==> config.mk <==
export PLATFORM = sky130hd
export DESIGN_NAME = stack_overlap_engine
export DESIGN_NICKNAME = d
export VERILOG_FILES = /design/src/rtl/stack_overlap_engine.sv
export SDC_FILE = /design/constraint.sdc
export NUM_CORES = 1
export LEC_CHECK = 0
export CORE_ASPECT_RATIO = 1.75
export CORE_UTILIZATION = 60
export CTS_CLUSTER_SIZE = 24
export DETAILED_ROUTE_END_ITERATION = 10
export PLACE_DENSITY = 0.92
export SETUP_SLACK_MARGIN = 0.02
export SLEW_MARGIN = 40
export SYNTH_ARGS = -nofsm -noshare
export SYNTH_HDL_FRONTEND = slang
export SYNTH_SLANG_ARGS = --single-unit
==> constraint.sdc <==
create_clock -name clk -period 8.8 [get_ports clk]
set_input_delay 1.32 -clock clk [delete_from_list [all_inputs] [get_ports clk]]
set_output_delay 1.32 -clock clk [all_outputs]
set_load 0.01 [all_outputs]
==> src/rtl/stack_overlap_engine.sv <==
// Stacking-game overlap engine: intersects a dropped block with the previous block,
// snaps near-perfect drops, measures the overlap in block units and tracks the level.
module stack_overlap_engine #(
  parameter int unsigned COORD_W   = 9,
  parameter int unsigned SIZE_W    = 4,
  parameter int unsigned UNIT_PX   = 20,
  parameter int unsigned SNAP_TOL  = 2,
  parameter int unsigned MAX_LEVEL = 15
) (
  input  logic               clk,
  input  logic               resetn,
  input  logic               new_game,
  input  logic [COORD_W-1:0] base_start,
  input  logic [COORD_W-1:0] base_end,
  input  logic               drop_valid,
  output logic               drop_ready,
  input  logic [COORD_W-1:0] curr_start,
  input  logic [COORD_W-1:0] curr_end,
  output logic               res_valid,
  input  logic               res_ready,
  output logic               hit,
  output logic               perfect,
  output logic [COORD_W-1:0] inter_start,
  output logic [COORD_W-1:0] inter_end,
  output logic [SIZE_W-1:0]  inter_size,
  output logic [SIZE_W-1:0]  level,
  output logic               game_over
);

  localparam int unsigned DW = COORD_W + 1;

  localparam logic [2:0] IDLE  = 3'd0;
  localparam logic [2:0] READY = 3'd1;
  localparam logic [2:0] CALC  = 3'd2;
  localparam logic [2:0] SIZE  = 3'd3;
  localparam logic [2:0] RESP  = 3'd4;
  localparam logic [2:0] OVER  = 3'd5;

  logic [2:0]         state_q, state_d;
  logic [COORD_W-1:0] prev_s_q, prev_s_d, prev_e_q, prev_e_d;
  logic [COORD_W-1:0] cur_s_q, cur_s_d, cur_e_q, cur_e_d;
  logic [COORD_W-1:0] rs_q, rs_d, re_q, re_d;
  logic               perf_q, perf_d;
  logic [DW-1:0]      rem_q, rem_d;
  logic [SIZE_W-1:0]  cnt_q, cnt_d;
  logic               hit_q, hit_d, perfect_q, perfect_d;
  logic [COORD_W-1:0] inter_start_q, inter_start_d, inter_end_q, inter_end_d;
  logic [SIZE_W-1:0]  inter_size_q, inter_size_d, level_q, level_d, level_inc;

  logic [DW-1:0]      cs_x, ce_x, ps_x, pe_x, ds_abs, de_abs, width_c;
  logic [COORD_W-1:0] hi_c, lo_c, rs_c, re_c;
  logic               perfect_c, overlap_c;

  // Overlap arithmetic on the latched drop, all at COORD_W+1 bits.
  always_comb begin
    cs_x      = {1'b0, cur_s_q};
    ce_x      = {1'b0, cur_e_q};
    ps_x      = {1'b0, prev_s_q};
    pe_x      = {1'b0, prev_e_q};
    ds_abs    = (cs_x >= ps_x) ? cs_x - ps_x : ps_x - cs_x;
    de_abs    = (ce_x >= pe_x) ? ce_x - pe_x : pe_x - ce_x;
    perfect_c = (ds_abs <= DW'(SNAP_TOL)) && (de_abs <= DW'(SNAP_TOL));
    hi_c      = (cur_s_q < prev_s_q) ? cur_s_q : prev_s_q;
    lo_c      = (cur_e_q > prev_e_q) ? cur_e_q : prev_e_q;
    rs_c      = perfect_c ? prev_s_q : hi_c;
    re_c      = perfect_c ? prev_e_q : lo_c;
    overlap_c = (rs_c >= re_c);
    width_c   = {1'b0, rs_c} - {1'b0, re_c} + DW'(1);
  end

  always_comb begin
    state_d       = state_q;
    prev_s_d      = prev_s_q;
    prev_e_d      = prev_e_q;
    cur_s_d       = cur_s_q;
    cur_e_d       = cur_e_q;
    rs_d          = rs_q;
    re_d          = re_q;
    perf_d        = perf_q;
    rem_d         = rem_q;
    cnt_d         = cnt_q;
    hit_d         = hit_q;
    perfect_d     = perfect_q;
    inter_start_d = inter_start_q;
    inter_end_d   = inter_end_q;
    inter_size_d  = inter_size_q;
    level_d       = level_q;
    level_inc     = level_q + SIZE_W'(1);
    if (new_game) begin
      state_d  = READY;
      prev_s_d = base_start;
      prev_e_d = base_end;
      level_d  = '0;
    end else begin
      case (state_q)
        READY: if (drop_valid) begin
          cur_s_d = curr_start;
          cur_e_d = curr_end;
          state_d = CALC;
        end
        CALC: begin
          if (!overlap_c) begin
            hit_d         = 1'b0;
            perfect_d     = 1'b0;
            inter_start_d = '0;
            inter_end_d   = '0;
            inter_size_d  = '0;
            state_d       = RESP;
          end else begin
            rs_d    = rs_c;
            re_d    = re_c;
            perf_d  = perfect_c;
            rem_d   = width_c;
            cnt_d   = '0;
            state_d = SIZE;
          end
        end
        // Result outputs are only loaded on entry to RESP so they hold while not valid.
        SIZE: begin
          if (rem_q >= DW'(UNIT_PX)) begin
            rem_d = rem_q - DW'(UNIT_PX);
            if (cnt_q != '1) cnt_d = cnt_q + SIZE_W'(1);
          end else begin
            hit_d         = (cnt_q != '0);
            perfect_d     = perf_q;
            inter_start_d = rs_q;
            inter_end_d   = re_q;
            inter_size_d  = cnt_q;
            state_d       = RESP;
          end
        end
        RESP: if (res_ready) begin
          if (hit_q) begin
            prev_s_d = inter_start_q;
            prev_e_d = inter_end_q;
            level_d  = level_inc;
            state_d  = (level_inc == SIZE_W'(MAX_LEVEL)) ? OVER : READY;
          end else begin
            state_d = OVER;
          end
        end
        default: ;
      endcase
    end
  end

  always_ff @(posedge clk) begin
    if (!resetn) begin
      state_q       <= IDLE;
      prev_s_q      <= '0;
      prev_e_q      <= '0;
      cur_s_q       <= '0;
      cur_e_q       <= '0;
      rs_q          <= '0;
      re_q          <= '0;
      perf_q        <= 1'b0;
      rem_q         <= '0;
      cnt_q         <= '0;
      hit_q         <= 1'b0;
      perfect_q     <= 1'b0;
      inter_start_q <= '0;
      inter_end_q   <= '0;
      inter_size_q  <= '0;
      level_q       <= '0;
    end else begin
      state_q       <= state_d;
      prev_s_q      <= prev_s_d;
      prev_e_q      <= prev_e_d;
      cur_s_q       <= cur_s_d;
      cur_e_q       <= cur_e_d;
      rs_q          <= rs_d;
      re_q          <= re_d;
      perf_q        <= perf_d;
      rem_q         <= rem_d;
      cnt_q         <= cnt_d;
      hit_q         <= hit_d;
      perfect_q     <= perfect_d;
      inter_start_q <= inter_start_d;
      inter_end_q   <= inter_end_d;
      inter_size_q  <= inter_size_d;
      level_q       <= level_d;
    end
  end

  assign drop_ready  = (state_q == READY);
  assign res_valid   = (state_q == RESP);
  assign game_over   = (state_q == OVER);
  assign hit         = hit_q;
  assign perfect     = perfect_q;
  assign inter_start = inter_start_q;
  assign inter_end   = inter_end_q;
  assign inter_size  = inter_size_q;
  assign level       = level_q;

endmodule

# == Yosys cells after proc, flatten, opt, wreduce, memory -nomap -nowiden ==
# Index checks and enable logic that the tools add are counted.
# word_totals
inputBits,41
reg_bits,100
out_inout_bits,31
# classes
n_addsub,9
order_cmp,8
mux,42
n_reduce_logical,18
eq_ne,17
bitwise,2
# op_table
cell,count
9-bit two-way mux,15
9-bit by 9-bit subtractor with 10-bit output,5
10-bit two-way mux,4
9-bit one-hot mux with 2 select lines,2
9-bit greater-or-equal comparator,3
"10-bit by 2-bit <= comparator with 1-bit output, second input constant",2
4-bit two-way mux,5
10-bit one-hot mux with 2 select lines,1
3-bit two-way mux,6
4-bit one-hot mux with 2 select lines,2
4-bit AND reduction,4
"2-bit != test, second input constant",6
3-bit one-hot mux with 4 select lines,1
3-bit AND reduction,4
"10-bit by 1-bit adder with 10-bit output, second input constant",1
"10-bit by 5-bit greater-or-equal comparator with 1-bit output, second input constant",1
"10-bit by 5-bit subtractor with 10-bit output, second input constant",1
9-bit > comparator,1
9-bit < comparator,1
"4-bit by 1-bit adder with 4-bit output, second input constant",2
2-bit nonzero test,4
4-bit nonzero test,2
"3-bit by 2-bit equality test with 1-bit output, second input constant",2
"3-bit equality test, second input constant",2
13 further kinds,19

# == Depth between registers and ports, before layout ==
# depth
word_depth,9
depth_mapped,28
ltp_nobuf,27

# == Worst setup path after synthesis ==
# No wires, ideal clock.
# synth_timing
path_kind,flip-flop to flip-flop
startpoint,register prev_s_q[0]
endpoint,register rem_q[9]
path_buffers,1
stages_incl_launch_ff,29
arrival_ns,5.249
synth_period_minus_slack_ns,5.371
required_time_ns,8.678
slack_ns,3.429
cell_sequence,dfxtp_1 -> inv_1 -> ha_1 -> inv_1 -> fa_1 -> a21o_1 -> a31o_2 -> a2111oi_0 -> a21oi_1 -> xnor2_1 -> and3_1 -> o211a_1 -> a21oi_1 -> buf_2 -> mux2i_1 -> ha_1 -> inv_1 -> ha_1 -> inv_1 -> fa_1 -> nor2b_1 -> o21ai_0 -> a21boi_0 -> o21ai_0 -> a21oi_1 -> o21bai_1 -> nand2_1 -> o21ai_0 -> o311a_1
# synth_via
elab_chain_len,9
word_cells_on_any_way,17
classes_between,add/sub: 4; order compare: 4; eq/ne: 1; mux: 6; reduce/logical: 2
# synth_rtl
element,line,text
from (decl),40,"logic [COORD_W-1:0] prev_s_q, prev_s_d, prev_e_q, prev_e_d;"
from (signal assigned),167,prev_s_q <= prev_s_d;
9-bit by 9-bit subtractor with 10-bit output or 9-bit greater-or-equal comparator (tied branches),60,ds_abs = (cs_x >= ps_x) ? cs_x - ps_x : ps_x - cs_x;
10-bit two-way mux,60,
10-bit by 2-bit <= comparator with 1-bit output,62,perfect_c = (ds_abs <= DW'(SNAP_TOL)) && (de_abs <= DW'(SNAP_TOL));
1-bit logical AND,62,
9-bit two-way mux (*),65,rs_c = perfect_c ? prev_s_q : hi_c;
net rs_c[1],51,"logic [COORD_W-1:0] hi_c, lo_c, rs_c, re_c;"
9-bit by 9-bit subtractor with 10-bit output,68,"width_c = {1'b0, rs_c} - {1'b0, re_c} + DW'(1);"
10-bit by 1-bit adder with 10-bit output,68,
10-bit two-way mux,102,if (!overlap_c) begin
10-bit one-hot mux with 2 select lines,95,case (state_q)
to (signal assigned),174,rem_q <= rem_d;
to (decl),44,"logic [DW-1:0] rem_q, rem_d;"
# Mark *: on every way through the listed nets, which the timed path passes. The rest lies on a longest branch. The select of a mux whose other input is x is not followed.
# A chain may end at the register's enable or synchronous reset.

# == Worst setup path after layout ==
# layout_timing
startpoint,register prev_s_q[7]
endpoint,register inter_start_q[8] (netlist: inter_start[8])
# layout_via
elab_chain_len,8
word_cells_on_any_way,13
classes_between,add/sub: 2; order compare: 4; eq/ne: 1; mux: 4; reduce/logical: 2
# layout_rtl
element,line,text
9-bit by 9-bit subtractor with 10-bit output or 9-bit greater-or-equal comparator (tied branches),60,
10-bit two-way mux,60,
10-bit by 2-bit <= comparator with 1-bit output,62,
1-bit logical AND,62,
"9-bit two-way mux, on equally long branches","65, 66",
9-bit greater-or-equal comparator (*),67,overlap_c = (rs_c >= re_c);
2-bit != test (no source line) (*),n/a,
4-bit AND reduction (no source line) (*),n/a,
to (signal assigned),178,inter_start_q <= inter_start_d;
to (decl),47,"logic [COORD_W-1:0] inter_start_q, inter_start_d, inter_end_q, inter_end_d;"
# Every way passes the cells marked *; elsewhere a longest branch is shown, timed or not.

==> impl_metrics.py <==
metrics = {
    "outcome": {
        "status": "completed",
    },
    "cts": {
        "cts_hold_buf": 0,
        "h-tree-depth": 3,
        "cts_setup_buffers": 0,
        "clk_latency_ps": 350,
        "clockRootBuffer": "clkbuf_16",
        "cts.path.max_buffers": 2,
        "cts_resized": 0,
        "cts_sinks": 100,
        "path_clk_slew_ps": 70,
        "cts_buffers": 9,
        "cts_tree": "yes",
    },
    "synth": {
        "synth_common_cells": "nand2_1 (109), a21oi_1 (100), dfxtp_1 (100)",
        "muxShareOfSynthArea_pct": 8.726,
        "synth-simple-area-share_pct": 19.02,
        "ys_types": 66,
        "netlist_area_um2": 7356,
        "syn_avg_cell_area_um2": 7.825,
        "ys_seq_area_share_pct": 27.22,
        "yosysTopAreaCellShare_pct": 27.22,
        "syn_nets": 1050,
        "synth.most_common_cell": "nand2_1",
        "yosys-top-cells-area": "dfxtp_1 (27%), ha_1 (10%), mux2i_1 (8.6%), a21oi_1 (6.8%), nand2_1 (5.6%)",
        "synthFlopType": "dfxtp_1",
        "synth-xor-area-share_pct": 2.143,
        "synth-edff-count": 0,
        "synth_top_family_by_area": "compound AO/OA/AOI/OAI gates",
        "synth-compound-area-share_pct": 23.24,
        "synth-seq-cells": 100,
        "yosys_warnings": 0,
        "synthAdderAreaFrac_pct": 12.55,
        "syn_inst": 940,
        "ys_async_sr_fraction_pct": 0,
        "synth_top_area_cell": "dfxtp_1",
    },
    "route": {
        "drc": 0,
        "drtPass1Iterations": 6,
        "wl_met1_um": 8007,
        "via_per_inst": 6.257,
        "routedWlPerCell_um": 18.06,
        "dr_total_vias": 7146,
        "wl_met2_um": 10300,
        "wirelength_um": 20630,
        "first_iter_violations": 485,
        "highest_layer": "met4",
        "dr_wl_met3_um": 1172,
        "ant_nets": 0,
    },
    "floorplanning": {
        "die_h_um": 148.5,
        "dieArea_um2": 12720,
        "rows": 53,
        "start_util_pct": 61.28,
        "fp.dieW_um": 85.70,
        "fp.coreArea_um2": 12000,
        "io_pins": 72,
    },
    "worst_hold_path": {
        "hold_depth": 2,
        "hp-class": "reg2reg",
        "min-delay-start": "perf_q",
    },
    "setup_path": {
        "criticalPathCategory": "reg2reg",
        "crit_start": "prev_s_q[7]",
        "rr_worst_depth": 23,
        "path_cells": "inv_1, ha_1, inv_1, a221o_1, a221o_1, a221o_1, nor4_1, and3_1, o211a_1, buf_4, nand2b_1, mux2i_1, ha_1, nand2b_1, a21oi_1, o21bai_1, a31o_2, a31oi_1, o21ai_1, a21oi_4, buf_4, nand4_1, o21ai_0",
        "cp.depth": 23,
        "r2r-start": "prev_s_q[7]",
        "cp_data_arrival_time_ps": 7630,
        "crit_path_end_kind": "flip-flop",
        "cpPeakStageDelay_ps": 650,
        "cp_common_cell": "a221o_1",
        "critPathLaunchType": "flip-flop",
        "cp_max_fo": 24,
        "path_delay_family": "compound AO/OA/AOI/OAI gates",
        "crit_buf_inv": 4,
        "cpMaxStageDelayCell": "nand2b_1",
        "critPathRequiredTime_ps": 9070,
    },
    "layout": {
        "fin_nets": 1082,
        "drive_above_1_share_pct": 4.708,
        "n_fill_cell": 887,
        "finalNonFillerCells": 1142,
        "area_growth_pct": 14.22,
        "antenna_cells": 0,
        "post-route-cell-area_um2": 8402,
        "utilization_pct": 70.00,
    },
    "grt": {
        "antenna_found_initial": 0,
        "grt_pass1_vias": 6949,
        "globalRouteOverflowTotal": 0,
        "track_usage_pct": 33.43,
        "grt_pass1_wl_um": 33820,
        "grt_start_max_net_pins": 74,
    },
    "placement": {
        "globalplace.congestion": 0.9620,
        "port_buffers": 71,
        "place_hpwl_um": 14720,
        "dpl.cell_count": 1126,
        "placed_area_um2": 8095,
        "post-place-ws_ps": 1711,
    },
    "timing": {
        "setup_viol": 0,
        "layout_min_cycle_time_ps": 7363,
        "worstMarginPinSlew_ps": 816.1,
        "finalHoldWorstSlack_ps": 457.4,
        "post-route-period-util_pct": 83.67,
        "drv_slew": 0,
        "fin_ws_ps": 1437,
        "tns_ps": 0,
        "clock_skew_ps": 5.631,
        "rsz0062_at_grt": "no",
        "final_hold_viol_count": 0,
        "fmax_mhz": 135.8,
        "maxSlewHeadroom_pct": 45.46,
    },
    "power": {
        "power.density_nw_per_um2": 148.5,
        "power_switching_uw": 424.5,
        "power.total_mw": 1.247,
        "irDropWorstVdd_mv": 0.1143,
        "p_comb_share_pct": 29.2,
        "seqPwrFrac_pct": 38.3,
        "leakage_nw": 3.297,
        "p_clk_share_pct": 32.5,
        "internal-power_uw": 823.0,
        "p_sw_share_pct": 34.03,
    },
    "flow_run": {
        "cap_violations": 0,
    },
}
[power groups by stage]
stage | clock network, mW | logic (mW) | registers (mW)
3_5_place_dp | 0 | 0.350 | 0.487
3_3_place_gp | 0 | 0.342 | 0.486
5_1_grt | 0.426 | 0.398 | 0.479
4_1_cts | 0.406 | 0.356 | 0.477
2_1_floorplan | 0 | 0.269 | 0.480
6_report | 0.406 | 0.364 | 0.477
[worst reg2reg max path, stage by stage, from the launching register on]
cell and delay (ps):
dfxtp_1 420, inv_1 90, ha_1 580, inv_1 220, a221o_1 400, a221o_1 260
a221o_1 260, nor4_1 300, and3_1 240, o211a_1 440, buf_4 330, nand2b_1 650
mux2i_1 270, ha_1 270, nand2b_1 160, a21oi_1 160, o21bai_1 90, a31o_2 250
a31oi_1 370, o21ai_1 350, a21oi_4 610, buf_4 340, nand4_1 110, o21ai_0 120
[cell families (layout without fill, tap and decap cells)]
kind of cell / after synthesis / after routing
muxes: 64 / 64
DFF: 100 / 100
AOI/OAI and AO/OA: 267 / 267
xor gates and xnor gates: 18 / 18
adders and majority gates: 69 / 69
and+or+nand+nor: 296 / 296
buffers and inverters: 126 / 163
[final timing paths]
path	end	slack (ps)
max	inter_start[8]	1440
max reg2reg	inter_start[8]	1440
min reg2reg	perf_q	460
min	perf_q	460
[placed cells by master (no fill, tap or decap), drive strengths merged, types with 14 or more instances in the layout]
master         instances
nand2                109
dfxtp                100
a21oi                100
nor2                  73
clkdlybuf4s50         70
inv                   69
mux2i                 63
ha                    61
o21ai                 54
nand4                 26
o211ai                24
or3                   23
a21o                  14
[final cells by class]
class	instances	area [um^2]	area share [%]
clock buffer	10	239.0	2.844
tap	165	206.4	2.457
multi-input combinational	714	4863	57.89
sequential	100	2002	23.83
inverter	67	252.7	3.008
clock inverter	6	65.06	0.7744
timing repair buffer	80	773.2	9.203
[metal layers]
| metal | GRT usage, % | up-vias |
|---|---|---|
| met4 | 21.58 | 0 |
| met1 | 38.33 | 3350 |
| li1 | - | 3390 |
| met2 | 57.44 | 319 |
| met5 | 0 | - |
| met3 | 4.717 | 87 |
[state kept, by name (all words and copies together) (netlist names)]
register and count:
cnt_q 4, cur_e_q 9, cur_s_q 9, hit 1
inter_end 9, inter_size 4, inter_start 9, level 4
perf_q 1, perfect 1, prev_e_q 9, prev_s_q 9
re_q 9, rem_q 10, rs_q 9, state_q 3
(Power assumes the default switching activity.)
